<file path="config.mk">
export PLATFORM = sky130hd
export DESIGN_NAME = cache_refill_ctrl
export DESIGN_NICKNAME = d
export VERILOG_FILES = /design/src/rtl/cache_pkg.sv /design/src/rtl/cache_refill_ctrl.sv
export SDC_FILE = /design/constraint.sdc
export NUM_CORES = 1
export LEC_CHECK = 0
export CAP_MARGIN = 20
export CORE_ASPECT_RATIO = 1.25
export CORE_MARGIN = 10
export CORE_UTILIZATION = 43
export CTS_CLUSTER_SIZE = 8
export DETAILED_ROUTE_END_ITERATION = 12
export MAX_ROUTING_LAYER = met4
export PLACE_DENSITY = 0.85
export SLEW_MARGIN = 10
export SYNTH_ARGS = -nofsm -noshare
export SYNTH_HDL_FRONTEND = slang
export SYNTH_SLANG_ARGS = --single-unit
</file>
<file path="constraint.sdc">
create_clock -name clk -period 2.45 [get_ports clk]
set_input_delay 0.245 -clock clk [delete_from_list [all_inputs] [get_ports clk]]
set_output_delay 0.245 -clock clk [all_outputs]
set_load 0.02 [all_outputs]
</file>
<file path="src/rtl/cache_pkg.sv">
// Shared types and constants for the data-cache refill path.
package cache_pkg;

  localparam int CACHE_DATA_WIDTH = 32;
  localparam int CACHE_BLOCK_SIZE = 4;
  localparam int CACHE_ADDR_WIDTH = 32;
  localparam int BLK_OFF_W        = $clog2(CACHE_BLOCK_SIZE) + 2;

  typedef enum logic [2:0] {
    ST_IDLE,
    ST_WB,
    ST_FILL_REQ,
    ST_FILL_WAIT,
    ST_DONE
  } refill_state_t;

  typedef logic [CACHE_BLOCK_SIZE-1:0][CACHE_DATA_WIDTH-1:0] block_t;

  // Byte-offset width of a block: word index bits plus the two byte bits.
  function automatic int blk_off_w(input int block_size);
    return $clog2(block_size) + 2;
  endfunction

endpackage

</file>
<file path="src/rtl/cache_refill_ctrl.sv">
// Refill sequencer: optional 4-beat victim write-back, then 4 single-outstanding
// read beats, delivering the assembled block with a one-cycle fetch_enable.
module cache_refill_ctrl
  import cache_pkg::*;
#(
  parameter int DATA_WIDTH = CACHE_DATA_WIDTH,
  parameter int BLOCK_SIZE = CACHE_BLOCK_SIZE,
  parameter int ADDR_WIDTH = CACHE_ADDR_WIDTH
) (
  input  logic                             clk,
  input  logic                             rst,
  input  logic                             miss_req,
  input  logic [ADDR_WIDTH-1:0]            miss_addr,
  input  logic                             wb_valid,
  input  logic [ADDR_WIDTH-1:0]            wb_addr,
  input  logic [BLOCK_SIZE*DATA_WIDTH-1:0] wb_data,
  output logic [BLOCK_SIZE*DATA_WIDTH-1:0] fetch_data,
  output logic                             fetch_enable,
  output logic                             busy,
  output logic                             mem_req,
  output logic                             mem_we,
  output logic [ADDR_WIDTH-1:0]            mem_addr,
  output logic [DATA_WIDTH-1:0]            mem_wdata,
  input  logic                             mem_gnt,
  input  logic                             mem_rvalid,
  input  logic [DATA_WIDTH-1:0]            mem_rdata
);

  localparam int BEAT_W = (BLOCK_SIZE > 1) ? $clog2(BLOCK_SIZE) : 1;
  localparam int OFF_W  = blk_off_w(BLOCK_SIZE);
  localparam logic [ADDR_WIDTH-1:0] OFF_MASK = ADDR_WIDTH'((64'd1 << OFF_W) - 64'd1);

  refill_state_t                            state;
  logic [BEAT_W-1:0]                        beat;
  logic [BEAT_W-1:0]                        beat_nxt;
  logic                                     beat_last;
  logic [ADDR_WIDTH-1:0]                    fill_base;
  logic [ADDR_WIDTH-1:0]                    wb_base;
  logic [BLOCK_SIZE-1:0][DATA_WIDTH-1:0]    victim;
  logic [BLOCK_SIZE-1:0][DATA_WIDTH-1:0]    fill_blk;

  // Block bases are aligned, so OR-ing the word offset is an add.
  function automatic logic [ADDR_WIDTH-1:0] beat_addr(input logic [ADDR_WIDTH-1:0] base,
                                                      input logic [BEAT_W-1:0]     b);
    return base | (ADDR_WIDTH'(b) << 2);
  endfunction

  assign beat_nxt   = beat + BEAT_W'(1);
  assign beat_last  = (beat == BEAT_W'(BLOCK_SIZE - 1));
  assign fetch_data = fill_blk;

  // All memory-side outputs are loaded on the transition into the state that
  // presents them, so nothing combinational reaches mem_req or busy.
  always_ff @(posedge clk) begin
    if (rst) begin
      state        <= ST_IDLE;
      beat         <= '0;
      fill_base    <= '0;
      wb_base      <= '0;
      victim       <= '0;
      fill_blk     <= '0;
      fetch_enable <= 1'b0;
      busy         <= 1'b0;
      mem_req      <= 1'b0;
      mem_we       <= 1'b0;
      mem_addr     <= '0;
      mem_wdata    <= '0;
    end else begin
      fetch_enable <= 1'b0;
      case (state)
        ST_IDLE: begin
          if (miss_req) begin
            fill_base <= miss_addr & ~OFF_MASK;
            beat      <= '0;
            busy      <= 1'b1;
            mem_req   <= 1'b1;
            if (wb_valid) begin
              wb_base   <= wb_addr & ~OFF_MASK;
              victim    <= wb_data;
              mem_we    <= 1'b1;
              mem_addr  <= wb_addr & ~OFF_MASK;
              mem_wdata <= wb_data[DATA_WIDTH-1:0];
              state     <= ST_WB;
            end else begin
              mem_we   <= 1'b0;
              mem_addr <= miss_addr & ~OFF_MASK;
              state    <= ST_FILL_REQ;
            end
          end
        end
        ST_WB: begin
          if (mem_gnt) begin
            beat <= beat_nxt;
            if (beat_last) begin
              mem_we   <= 1'b0;
              mem_addr <= fill_base;
              state    <= ST_FILL_REQ;
            end else begin
              mem_addr  <= beat_addr(wb_base, beat_nxt);
              mem_wdata <= victim[beat_nxt];
            end
          end
        end
        ST_FILL_REQ: begin
          if (mem_gnt) begin
            mem_req <= 1'b0;
            state   <= ST_FILL_WAIT;
          end
        end
        ST_FILL_WAIT: begin
          if (mem_rvalid) begin
            fill_blk[beat] <= mem_rdata;
            beat           <= beat_nxt;
            if (beat_last) begin
              fetch_enable <= 1'b1;
              state        <= ST_DONE;
            end else begin
              mem_req  <= 1'b1;
              mem_addr <= beat_addr(fill_base, beat_nxt);
              state    <= ST_FILL_REQ;
            end
          end
        end
        ST_DONE: begin
          busy  <= 1'b0;
          state <= ST_IDLE;
        end
        default: begin
          busy    <= 1'b0;
          mem_req <= 1'b0;
          state   <= ST_IDLE;
        end
      endcase
    end
  end

endmodule

</file>
==> results of run 1 <==
[routing by layer]
layer  up-vias  track usage [%]  wire (um)
met5         -                -          0
met4         0            13.54       2804
met3       171            6.365       4694
met2       757            39.16      25990
met1      7039            26.12      19640
li1       6984                -          -
[where the power goes]
part           internal [uW]  switching [uW]
Combinational           1340            1740
Sequential              6680             254
Clock                   3890            2520
Total                  11900            4520
[worst register-to-register path: stages (launching register included)]
cell,delay (ps)
dfxtp_1,600
buf_4,370
inv_1,160
nand2_1,80
buf_4,400
nand2_1,140
a311oi_1,300
[layout make-up]
type	instances	area (um2)
fill	2797	13950
sequential	383	7669
multi-input combinational	1339	6875
timing repair buffer	456	4647
clock buffer	56	1380
tap	474	593.1
inverter	6	22.52
antenna	8	20.02
clock inverter	1	8.758
[stage by stage]
step / util [%] / power, uW / hold slack (ps) / setup slack, ps
6_report: 60.33 / 16440 / 229.4 / 294.3
3_3_place_gp: 56.22 / 10000 / 438.5 / 345.0
5_1_grt: 60.32 / 17060 / 225.5 / 153.7
2_1_floorplan: - / 8691 / 381.0 / 37.98
4_1_cts: 60.27 / 16530 / 211.1 / 300.7
3_5_place_dp: 56.30 / 10110 / 443.4 / 315.6
[cells in the final DEF (no fill, tap or decap), types with 2 or more instances in the layout]
| cell | netlist | layout |
|---|---|---|
| a21oi_1 | 321 | 321 |
| a311oi_1 | 33 | 33 |
| a32o_1 | 28 | 28 |
| and2_1 | 7 | 6 |
| buf_12 | 0 | 13 |
| buf_4 | 3 | 26 |
| clkbuf_16 | 0 | 55 |
| clkdlybuf4s50_1 | 0 | 413 |
| conb_1 | 1 | 2 |
| dfxtp_1 | 383 | 382 |
| diode_2 | 0 | 8 |
| ha_1 | 4 | 3 |
| inv_1 | 6 | 6 |
| mux2i_1 | 30 | 30 |
| mux4_2 | 32 | 32 |
| nand2_1 | 751 | 750 |
| nand2b_1 | 2 | 2 |
| nand3_1 | 29 | 29 |
| nand3b_1 | 3 | 3 |
| nor2_1 | 40 | 38 |
| nor2_2 | 1 | 3 |
| nor2b_1 | 5 | 4 |
| nor3_1 | 2 | 2 |
| o21ai_0 | 30 | 30 |
[kinds of logic (layout without fill, tap and decap cells)]
family,count (synthesis),count (layout)
fa+ha+maj,4,4
buf+inv,167,519
compound gates,421,421
simple gates,847,847
xor+xnor,1,1
other cells,1,10
mux,64,64
flops,383,383
[repair_timing]
action / CTS / global route
gates resized for setup: 0 / 0
endpoints found under the hold margin: 4 / 0
setup buffers: 0 / 0
hold buffers: 1 / 0
setup endpoints to repair: 0 / 0
[flip-flops by register name (all words and copies together) (netlist names)]
signal / cells
fetch_data: 128
victim: 128
mem_wdata: 32
mem_addr: 30
fill_base: 28
wb_base: 28
state: 3
beat: 2
busy: 1
fetch_enable: 1
mem_req: 1
mem_we: 1
[path summary, 6_finish.rpt]
kind | start | endpoint
worst max-delay path | state[1]$_SDFFE_PP0P_ | mem_wdata[30]$_SDFFE_PP0P_
worst min-delay path | wb_data[125] | victim[125]$_SDFFE_PP0P_
worst max register to register | state[1]$_SDFFE_PP0P_ | mem_wdata[30]$_SDFFE_PP0P_
worst min register to register | victim[36]$_SDFFE_PP0P_ | victim[36]$_SDFFE_PP0P_
==> impl_metrics.env, run 1 <==
export IMPL_status="complete, no violations"
export IMPL_htreeDepth=2
export IMPL_worstPathRequired_ps=2890
export IMPL_track_usage_pct=23.98
export IMPL_synth_adder_area_share_pct=0.3287
export IMPL_grt_pass1_vias=14840
export IMPL_synthTopCellsByArea="dfxtp_1, nand2_1, a21oi_1, mux4_2, clkbuf_1"
export IMPL_synth_top_family_by_area="simple AND/OR/NAND/NOR gates"
export IMPL_cp_depth=6
export IMPL_synth_most_common_cell="nand2_1"
export IMPL_drt_iter0_markers=1230
export IMPL_slew_headroom_pct=50.65
export IMPL_rsz0062_at_grt="false"
export IMPL_portBuffers=415
export IMPL_worst_path_max_delay_cell="dfxtp_1"
export IMPL_grt_start_max_net_pins=150
export IMPL_core_mm2=0.03517
export IMPL_vias_per_cell=5.491
export IMPL_finalMaxSlewViolations=0
export IMPL_via_count=14950
export IMPL_finalInstanceArea_mm2=0.02122
export IMPL_synth_cell_types=43
export IMPL_reg2reg_setup_slack_ps=290
export IMPL_tns_ps=0
export IMPL_ys_ff_latch=383
export IMPL_cap_violations=0
export IMPL_drc=0
export IMPL_yosysWarningCount=0
export IMPL_clkLatencyLatePin_ps=560
export IMPL_finalSetupViolations=0
export IMPL_num_io_pins=426
export IMPL_worstPathCellList="buf_4 > inv_1 > nand2_1 > buf_4 > nand2_1 > a311oi_1"
export IMPL_final_layout_size_suffix_gt1_share_pct=6.426
export IMPL_post_synth_top_area_fraction_pct=50.35
export IMPL_rows=77
export IMPL_seq_area_frac_synth_pct=50.35
export IMPL_wl_um=53130
export IMPL_hold_viol=0
export IMPL_crit_type="flip-flop to flip-flop"
export IMPL_ys_flop_type="dfxtp_1"
export IMPL_grt_pass1_wl_um=82170
export IMPL_syn_area_per_cell_um2=8.065
export IMPL_dp_hpwl_um=35480
export IMPL_cts_root_buf="clkbuf_16"
export IMPL_ir_drop_mv=0.5787
export IMPL_skew_ps=28.09
export IMPL_synthSimpleGateAreaFrac_pct=21.75
export IMPL_worst_path_buf_inv=3
export IMPL_synth_compound_area_share_pct=15.91
export IMPL_power_density_mw_per_mm2=774.7
export IMPL_syn_inst=1888
export IMPL_synth_common_cells="nand2_1, dfxtp_1, a21oi_1, clkbuf_1, buf_2"
export IMPL_hold_path_class="input port to flip-flop"
export IMPL_finalCritPeriodShare_pct=87.99
export IMPL_syn_area_mm2=0.01523
export IMPL_path_delay_family="buffers and inverters"
export IMPL_setup_worst_path_start_class="flip-flop"
export IMPL_place_area_mm2=0.01980
export IMPL_initial_core_util_pct=43.30
export IMPL_critPathMaxStageDelay_ps=600
export IMPL_die_area_mm2=0.04339
export IMPL_ctsLongestPathBuffers=3
export IMPL_post_synth_top_area_cell="dfxtp_1"
export IMPL_die_h_um=230.4
export IMPL_clock_sinks=383
export IMPL_gp_congestion=0.8817
export IMPL_post_place_cells=2657
export IMPL_syn_to_final_growth_pct=39.33
export IMPL_dr_pass1_iters=6
export IMPL_overflow=0
export IMPL_antenna_found_initial=7
export IMPL_crit_path_max_fanout=32
export IMPL_min_period_ps=2156
export IMPL_cp_data_arrival_time_ps=2600
export IMPL_worstMarginPinSlew_ps=739.4
export IMPL_synth_xor_area_share_pct=0.05752
export IMPL_fmax_mhz=463.9
export IMPL_synthArstFlopShare_pct=0
export IMPL_min_path_cells=3
export IMPL_fin_cells=2723
export IMPL_dieWidth_um=188.3
export IMPL_ant_nets=0
export IMPL_tritoncts_num_buffers=53
export IMPL_p_leak_uw=0.007373
export IMPL_synthMuxAreaShare_pct=6.853
export IMPL_wl_per_cell_um=19.51
export IMPL_r2r_cells=6
export IMPL_synth_edf_count=0
export IMPL_clk_pin_slew_worst_paths_ps=50
export IMPL_cts_tree="built"
export IMPL_nets=2473
export IMPL_crit_path_end_kind="flip-flop"
Note: power is estimated with default switching activity, not from simulation.
==> inputs of run 2 (changes only) <==
CAP_MARGIN = 15   (was 20)
==> results of run 2 <==
Final layout, timing and power as in run 1 (identical DEF).
